==> src/rtl/mips_host_driver_if.sv <==
// mips_host_driver_if
// Single-instruction bus between the host driver and the MIPS core.
//   in_valid          one-cycle issue pulse (driver -> core)
//   instruction       32-bit instruction word (driver -> core)
//   output_reg        four packed 5-bit result register addresses (driver -> core)
//   out_valid         one-cycle response pulse (core -> driver)
//   out_1..out_4      16-bit results (core -> driver)
//   instruction_fail  core rejected or failed the instruction (core -> driver)
interface mips_host_driver_if;
  logic        in_valid;
  logic [31:0] instruction;
  logic [19:0] output_reg;
  logic        out_valid;
  logic [15:0] out_1;
  logic [15:0] out_2;
  logic [15:0] out_3;
  logic [15:0] out_4;
  logic        instruction_fail;

  modport master (
    output in_valid,
    output instruction,
    output output_reg,
    input  out_valid,
    input  out_1,
    input  out_2,
    input  out_3,
    input  out_4,
    input  instruction_fail
  );

  modport slave (
    input  in_valid,
    input  instruction,
    input  output_reg,
    output out_valid,
    output out_1,
    output out_2,
    output out_3,
    output out_4,
    output instruction_fail
  );
endinterface

==> src/rtl/mips_host_driver.sv <==
// mips_host_driver
// Host-side initiator for the MIPS core single-instruction interface.
// Commands are queued in a small FIFO and issued one at a time; the core's
// one-cycle response is held on a valid/ready result port. A watchdog turns
// a missing response into a timeout result.
//
// State table
//   state | meaning
//   IDLE  | waiting for a queued command (result port empty)
//   ISSUE | in_valid pulse, popped command on the bus
//   WAIT  | response outstanding, watchdog running
//   RESP  | result held on res_* until res_ready
//
// Ports
//   clk, rst_n         clock; rst_n is a synchronous ACTIVE-HIGH reset
//   cmd_valid/ready    producer handshake, cmd_ready = FIFO not full
//   cmd_instruction    instruction to queue
//   cmd_output_reg     output register addresses to queue
//   core               core bus (master side)
//   res_valid/ready    consumer handshake for the captured result
//   res_data           {out_4, out_3, out_2, out_1}
//   res_fail           captured instruction_fail
//   res_timeout        result was produced by the watchdog
//   busy               FSM active or commands queued
//   issued_cnt         instructions issued (wrapping)
//   fail_cnt           fails plus timeouts (saturating)
module mips_host_driver #(
  parameter int DEPTH   = 4,
  parameter int TIMEOUT = 64
) (
  input  logic        clk,
  input  logic        rst_n,
  input  logic        cmd_valid,
  output logic        cmd_ready,
  input  logic [31:0] cmd_instruction,
  input  logic [19:0] cmd_output_reg,
  mips_host_driver_if.master core,
  output logic        res_valid,
  input  logic        res_ready,
  output logic [63:0] res_data,
  output logic        res_fail,
  output logic        res_timeout,
  output logic        busy,
  output logic [7:0]  issued_cnt,
  output logic [7:0]  fail_cnt
);

  localparam int AW = $clog2(DEPTH);
  localparam int CW = AW + 1;
  localparam int WW = $clog2(TIMEOUT + 1);

  typedef enum logic [1:0] {
    ST_IDLE  = 2'd0,
    ST_ISSUE = 2'd1,
    ST_WAIT  = 2'd2,
    ST_RESP  = 2'd3
  } state_t;

  state_t state, state_nxt;

  logic [31:0] mem_instr [DEPTH];
  logic [19:0] mem_oreg  [DEPTH];
  logic [AW-1:0] wr_ptr, rd_ptr;
  logic [CW-1:0] count;

  logic [31:0] issue_instr;
  logic [19:0] issue_oreg;
  logic [WW-1:0] wd;

  logic push, pop;
  logic capture_rsp, capture_to;
  logic wd_expire;

  assign cmd_ready = (count != CW'(DEPTH));
  assign push      = cmd_valid && cmd_ready;

  // In WAIT cycle k after the issue pulse wd holds k-1, so expiring at
  // TIMEOUT-2 makes the timeout result visible exactly TIMEOUT cycles after
  // in_valid.
  assign wd_expire = (wd == WW'(TIMEOUT - 2));

  always_comb begin
    state_nxt   = state;
    pop         = 1'b0;
    capture_rsp = 1'b0;
    capture_to  = 1'b0;
    case (state)
      ST_IDLE: begin
        if ((count != '0) && !res_valid) begin
          pop       = 1'b1;
          state_nxt = ST_ISSUE;
        end
      end
      ST_ISSUE: state_nxt = ST_WAIT;
      ST_WAIT: begin
        // A response arriving on the expiry cycle takes priority.
        if (core.out_valid) begin
          capture_rsp = 1'b1;
          state_nxt   = ST_RESP;
        end else if (wd_expire) begin
          capture_to  = 1'b1;
          state_nxt   = ST_RESP;
        end
      end
      ST_RESP: begin
        if (res_ready) state_nxt = ST_IDLE;
      end
      default: state_nxt = ST_IDLE;
    endcase
  end

  assign res_valid        = (state == ST_RESP);
  assign core.in_valid    = (state == ST_ISSUE);
  assign core.instruction = (state == ST_ISSUE) ? issue_instr : 32'd0;
  assign core.output_reg  = (state == ST_ISSUE) ? issue_oreg  : 20'd0;
  assign busy             = (state != ST_IDLE) || (count != '0);

  // FIFO storage carries no reset; only the pointers and count define contents.
  always_ff @(posedge clk) begin
    if (push) begin
      mem_instr[wr_ptr] <= cmd_instruction;
      mem_oreg[wr_ptr]  <= cmd_output_reg;
    end
  end

  always_ff @(posedge clk) begin
    if (rst_n) begin
      state       <= ST_IDLE;
      wr_ptr      <= '0;
      rd_ptr      <= '0;
      count       <= '0;
      issue_instr <= '0;
      issue_oreg  <= '0;
      wd          <= '0;
      res_data    <= '0;
      res_fail    <= 1'b0;
      res_timeout <= 1'b0;
      issued_cnt  <= '0;
      fail_cnt    <= '0;
    end else begin
      state <= state_nxt;

      if (push) wr_ptr <= wr_ptr + AW'(1);
      if (pop) begin
        rd_ptr      <= rd_ptr + AW'(1);
        issue_instr <= mem_instr[rd_ptr];
        issue_oreg  <= mem_oreg[rd_ptr];
      end
      case ({push, pop})
        2'b10:   count <= count + CW'(1);
        2'b01:   count <= count - CW'(1);
        default: count <= count;
      endcase

      if (state == ST_ISSUE) begin
        wd         <= '0;
        issued_cnt <= issued_cnt + 8'd1;
      end else if (state == ST_WAIT) begin
        wd <= wd + WW'(1);
      end

      if (capture_rsp) begin
        res_data    <= {core.out_4, core.out_3, core.out_2, core.out_1};
        res_fail    <= core.instruction_fail;
        res_timeout <= 1'b0;
        if (core.instruction_fail && (fail_cnt != 8'hFF)) fail_cnt <= fail_cnt + 8'd1;
      end else if (capture_to) begin
        res_data    <= '0;
        res_fail    <= 1'b0;
        res_timeout <= 1'b1;
        if (fail_cnt != 8'hFF) fail_cnt <= fail_cnt + 8'd1;
      end
    end
  end

endmodule

==> src/flat_wrapper.sv <==
// flat-port wrapper written by rule: the top's interface ports become plain ports
module mips_host_driver_flat 
#(
  parameter int DEPTH   = 4,
  parameter int TIMEOUT = 64
)
  (clk, rst_n, cmd_valid, cmd_ready, cmd_instruction, cmd_output_reg, res_valid, res_ready, res_data, res_fail, res_timeout, busy, issued_cnt, fail_cnt, core_in_valid, core_instruction, core_output_reg, core_out_valid, core_out_1, core_out_2, core_out_3, core_out_4, core_instruction_fail);
  mips_host_driver_if core_i ();
  input  logic clk;
  input  logic rst_n;
  input  logic cmd_valid;
  output logic cmd_ready;
  input  logic [31:0] cmd_instruction;
  input  logic [19:0] cmd_output_reg;
  output logic res_valid;
  input  logic res_ready;
  output logic [63:0] res_data;
  output logic res_fail;
  output logic res_timeout;
  output logic busy;
  output logic [7:0] issued_cnt;
  output logic [7:0] fail_cnt;
  output wire logic [$bits(core_i.in_valid)-1:0] core_in_valid;
  output wire logic [$bits(core_i.instruction)-1:0] core_instruction;
  output wire logic [$bits(core_i.output_reg)-1:0] core_output_reg;
  input wire logic [$bits(core_i.out_valid)-1:0] core_out_valid;
  input wire logic [$bits(core_i.out_1)-1:0] core_out_1;
  input wire logic [$bits(core_i.out_2)-1:0] core_out_2;
  input wire logic [$bits(core_i.out_3)-1:0] core_out_3;
  input wire logic [$bits(core_i.out_4)-1:0] core_out_4;
  input wire logic [$bits(core_i.instruction_fail)-1:0] core_instruction_fail;
  assign core_in_valid = core_i.in_valid;
  assign core_instruction = core_i.instruction;
  assign core_output_reg = core_i.output_reg;
  assign core_i.out_valid = core_out_valid;
  assign core_i.out_1 = core_out_1;
  assign core_i.out_2 = core_out_2;
  assign core_i.out_3 = core_out_3;
  assign core_i.out_4 = core_out_4;
  assign core_i.instruction_fail = core_instruction_fail;
  mips_host_driver #(.DEPTH(DEPTH), .TIMEOUT(TIMEOUT)) u_core (.clk(clk), .rst_n(rst_n), .cmd_valid(cmd_valid), .cmd_ready(cmd_ready), .cmd_instruction(cmd_instruction), .cmd_output_reg(cmd_output_reg), .core(core_i), .res_valid(res_valid), .res_ready(res_ready), .res_data(res_data), .res_fail(res_fail), .res_timeout(res_timeout), .busy(busy), .issued_cnt(issued_cnt), .fail_cnt(fail_cnt));
endmodule
==> config.mk <==
export PLATFORM = sky130hd
export DESIGN_NAME = mips_host_driver_flat
export DESIGN_NICKNAME = d
export VERILOG_FILES = /design/src/rtl/mips_host_driver_if.sv /design/src/rtl/mips_host_driver.sv /design/src/flat_wrapper.sv
export SDC_FILE = /design/constraint.sdc
export NUM_CORES = 1
export LEC_CHECK = 0
export CAP_MARGIN = 25
export CORE_MARGIN = 4
export CORE_UTILIZATION = 25
export CTS_CLUSTER_SIZE = 40
export DETAILED_ROUTE_END_ITERATION = 8
export GPL_TIMING_DRIVEN = 0
export HOLD_SLACK_MARGIN = 0.15
export PLACE_DENSITY_LB_ADDON = 0.25
export SLEW_MARGIN = 20
export SYNTH_ARGS = -nofsm -noshare
export SYNTH_HDL_FRONTEND = slang
export SYNTH_SLANG_ARGS = --single-unit
==> constraint.sdc <==
create_clock -name clk -period 4.5 [get_ports clk]
set_input_delay 1.35 -clock clk [delete_from_list [all_inputs] [get_ports clk]]
set_output_delay 1.35 -clock clk [all_outputs]
set_load 0.03 [all_outputs]
==> results.md <==
- Fin Setup TNS: 0 ns
- Leak Pwr: 6.04 nW
- Least-Margin Pin Slew: 0.814 ns
- Total die area: 56600 µm²
- Status: finished clean
- # hold bufs at CTS: 0
- Hold Path Class: reg2reg
- Post-Synthesis Cells: 896
- Number of global-route vias before repair: 8582
- ANT nets after route: 0
- FF-to-FF setup slack: 1.13 ns
- Drt drc: 0
- Crit end category: primary output
- Post-DP HPWL: 23.5 mm
- RSZ-0062 raised after global routing: no
- Ports: 260
- Max_slew headroom: 0.457
- Nets: 1338
- # clock sinks: 358
- CTS tree: built
- Layout cells sized above 1: 0.115
- Critical Path RT: 3.15 ns
- Post-synthesis sequential area ratio: 0.700
- Worst Skew: 0.0107 ns
- Minimum clock period: 4.27 ns
- DR iter-0 viols: 411
- Starting Density: 0.252
- Crit start category: flip-flop
- Port bufs: 258
- CP arrival: 2.92 ns
- Syn nets: 1033
- Final setup vio count: 0
- Hold WS: 0.450 ns
- H-tree levels: 2
- Worst skew pair latency: 0.55 ns
- Avg Inst Size Synth: 14.8 µm²
- Total grt overflow: 0
- Max cap viols: 0
- Max clock buf depth: 3
- Drt wl/cell: 18.7 µm
- Tot GR Track Use: 0.123
- Critical Path Fanout Max: 10
- Die height: 238 µm
- Largest net degree at the start of global routing: 32
- EDFF count, synth: 208
- Antenna violations before repair: 6
- Final worst-path cycle share: 0.949
- Area Overhead vs Synth: 36.8%
- Drt pass-1 iters: 4
- Max frequency: 234 MHz
- CTS Buf Count: 41
- Slew Viols, Final: 0
- Netlist cell types: 46
- Max VDD drop: 0.000276 V
- Filler cell count: 5138
- Mapped cell area: 13200 µm²
- GPL Wtd Cong: 0.753
- Pwr dens: 553 nW/µm²
- Avg Vias per Cell: 4.40
- Async SR Flop Fraction: 0
- First-pass GRT wire length: 53.7 mm
- Vias: 8468
- Dpl ws: 0.152 ns
- Final wirelength: 35.9 mm
- Warnings from Yosys: 0
- Clock root cell: clkbuf_16
- Clock transition at path regs: 0.06 ns
- Crit Path Class: reg2out
- #FFs+latches synth: 358
- Core ar.: 52400 µm²
- Setup ws final: 0.228 ns
- Hold Violations, Final: 0
- Most used DFF post-synth: edfxtp_1
- Die width: 238 µm
- Row cnt: 84
-- cells in the mapped netlist (11+ instances only) --
cell      instances  area (µm²)
edfxtp_1        208        6250
dfxtp_1         150        3000
nand2_1         119         447
a21oi_1          66         330
a22o_1           64         561
and2_1           53         332
mux4_2           52        1170
clkbuf_1         33         124
nor2_1           22        82.6
ha_1             14         175
buf_2            13        65.1
inv_1            11        41.3
-- area by class of cell --
class / count / area, µm² / share of cell area
clock buffers: 57 / 1150 / 0.0635
inverters: 12 / 45.0 / 0.00249
repair buffers: 262 / 2680 / 0.148
flip-flops and latches: 358 / 9250 / 0.512
plain buffers: 55 / 229 / 0.0127
clock inverters: 18 / 143 / 0.00789
multi-input cells: 471 / 3720 / 0.206
well taps: 688 / 861 / 0.0476
diodes: 2 / 5.00 / 0.000277
-- state kept, by name, summed over array words and instances, names as in the netlist, 2 cells and up --
| register | count |
|---|---|
| u_core.wd | 7 |
| u_core.state | 2 |
| u_core.mem_oreg | 80 |
| u_core.rd_ptr | 2 |
| u_core.wr_ptr | 2 |
| u_core.issue_instr | 32 |
| u_core.mem_instr | 128 |
| u_core.fail_cnt | 8 |
| u_core.res_data | 64 |
| u_core.issued_cnt | 8 |
| u_core.issue_oreg | 20 |
| u_core.count | 3 |
-- cell families after synthesis --
kind of cell,synth area share
AO/OA/AOI/OAI,0.0805
AND/OR/NAND/NOR,0.0845
adder cells (fa/ha/maj),0.0148
buffers and inverters,0.0203
XOR/XNOR,0.00928
multiplexers,0.0910
flip-flops,0.700
-- power by group --
group          leakage [nW]  internal, mW  switching (mW)
registers              3.13          4.00           0.203
clock network         0.634          1.85            1.35
logic                  2.28          1.02            1.56
total                  6.04          6.88            3.11
-- placed cells by master, fill, tap and decap left out, drive strengths merged, types with 15 or more instances in the layout --
cell type	n
and2	53
edfxtp	208
mux4	52
clkbuf	91
nor2	22
a21oi	66
a22o	64
nand2	119
dfxtp	150
clkdlybuf4s50	258
buf	25
clkinv	15
-- repair_timing --
item                                    4_1_cts  5_1_grt
pin swaps                                     0        0
endpoints found under the setup margin       31       18
setup buffers                                 0        0
gates cloned                                  0        0
gates resized for setup                       6        1
-- worst max-delay path, stage by stage (launching register included) --
cell and delay (ns):
dfxtp_1 0.33, inv_1 0.12, ha_1 0.37, clkbuf_4 0.36, clkbuf_2 0.29, and2_1 0.22
clkdlybuf4s50_1 0.69
-- metrics by stage --
step / total power [mW] / utilization / instance area [µm²] / cells
5_1_grt: 10.6 / 0.345 / 18100 / 1921
6_report: 9.99 / 0.345 / 18100 / 1923
2_1_floorplan: 5.82 / - / 13200 / 896
3_3_place_gp: 6.90 / 0.318 / 16700 / 1842
3_5_place_dp: 6.95 / 0.320 / 16800 / 1846
4_1_cts: 10.2 / 0.345 / 18100 / 1921
-- path summary, 6_finish.rpt --
check,start,to,cells after the start
setup / recovery,u_core.state[1],core_instruction[21],6
hold / removal,u_core.issue_instr[31],u_core.issue_instr[31],2
setup reg to reg,u_core.state[0],u_core.count[2],12
hold reg to reg,u_core.issue_instr[31],u_core.issue_instr[31],2
-- metal layers --
layer  track usage  part of all wire  up-vias
li1              -                 -     3976
met1         0.161              0.44     4188
met3        0.0353             0.071       63
met2         0.200              0.47      233
met4        0.0372             0.023        8
met5             0            0.0014        -
Power figures use the tool's default switching activity.
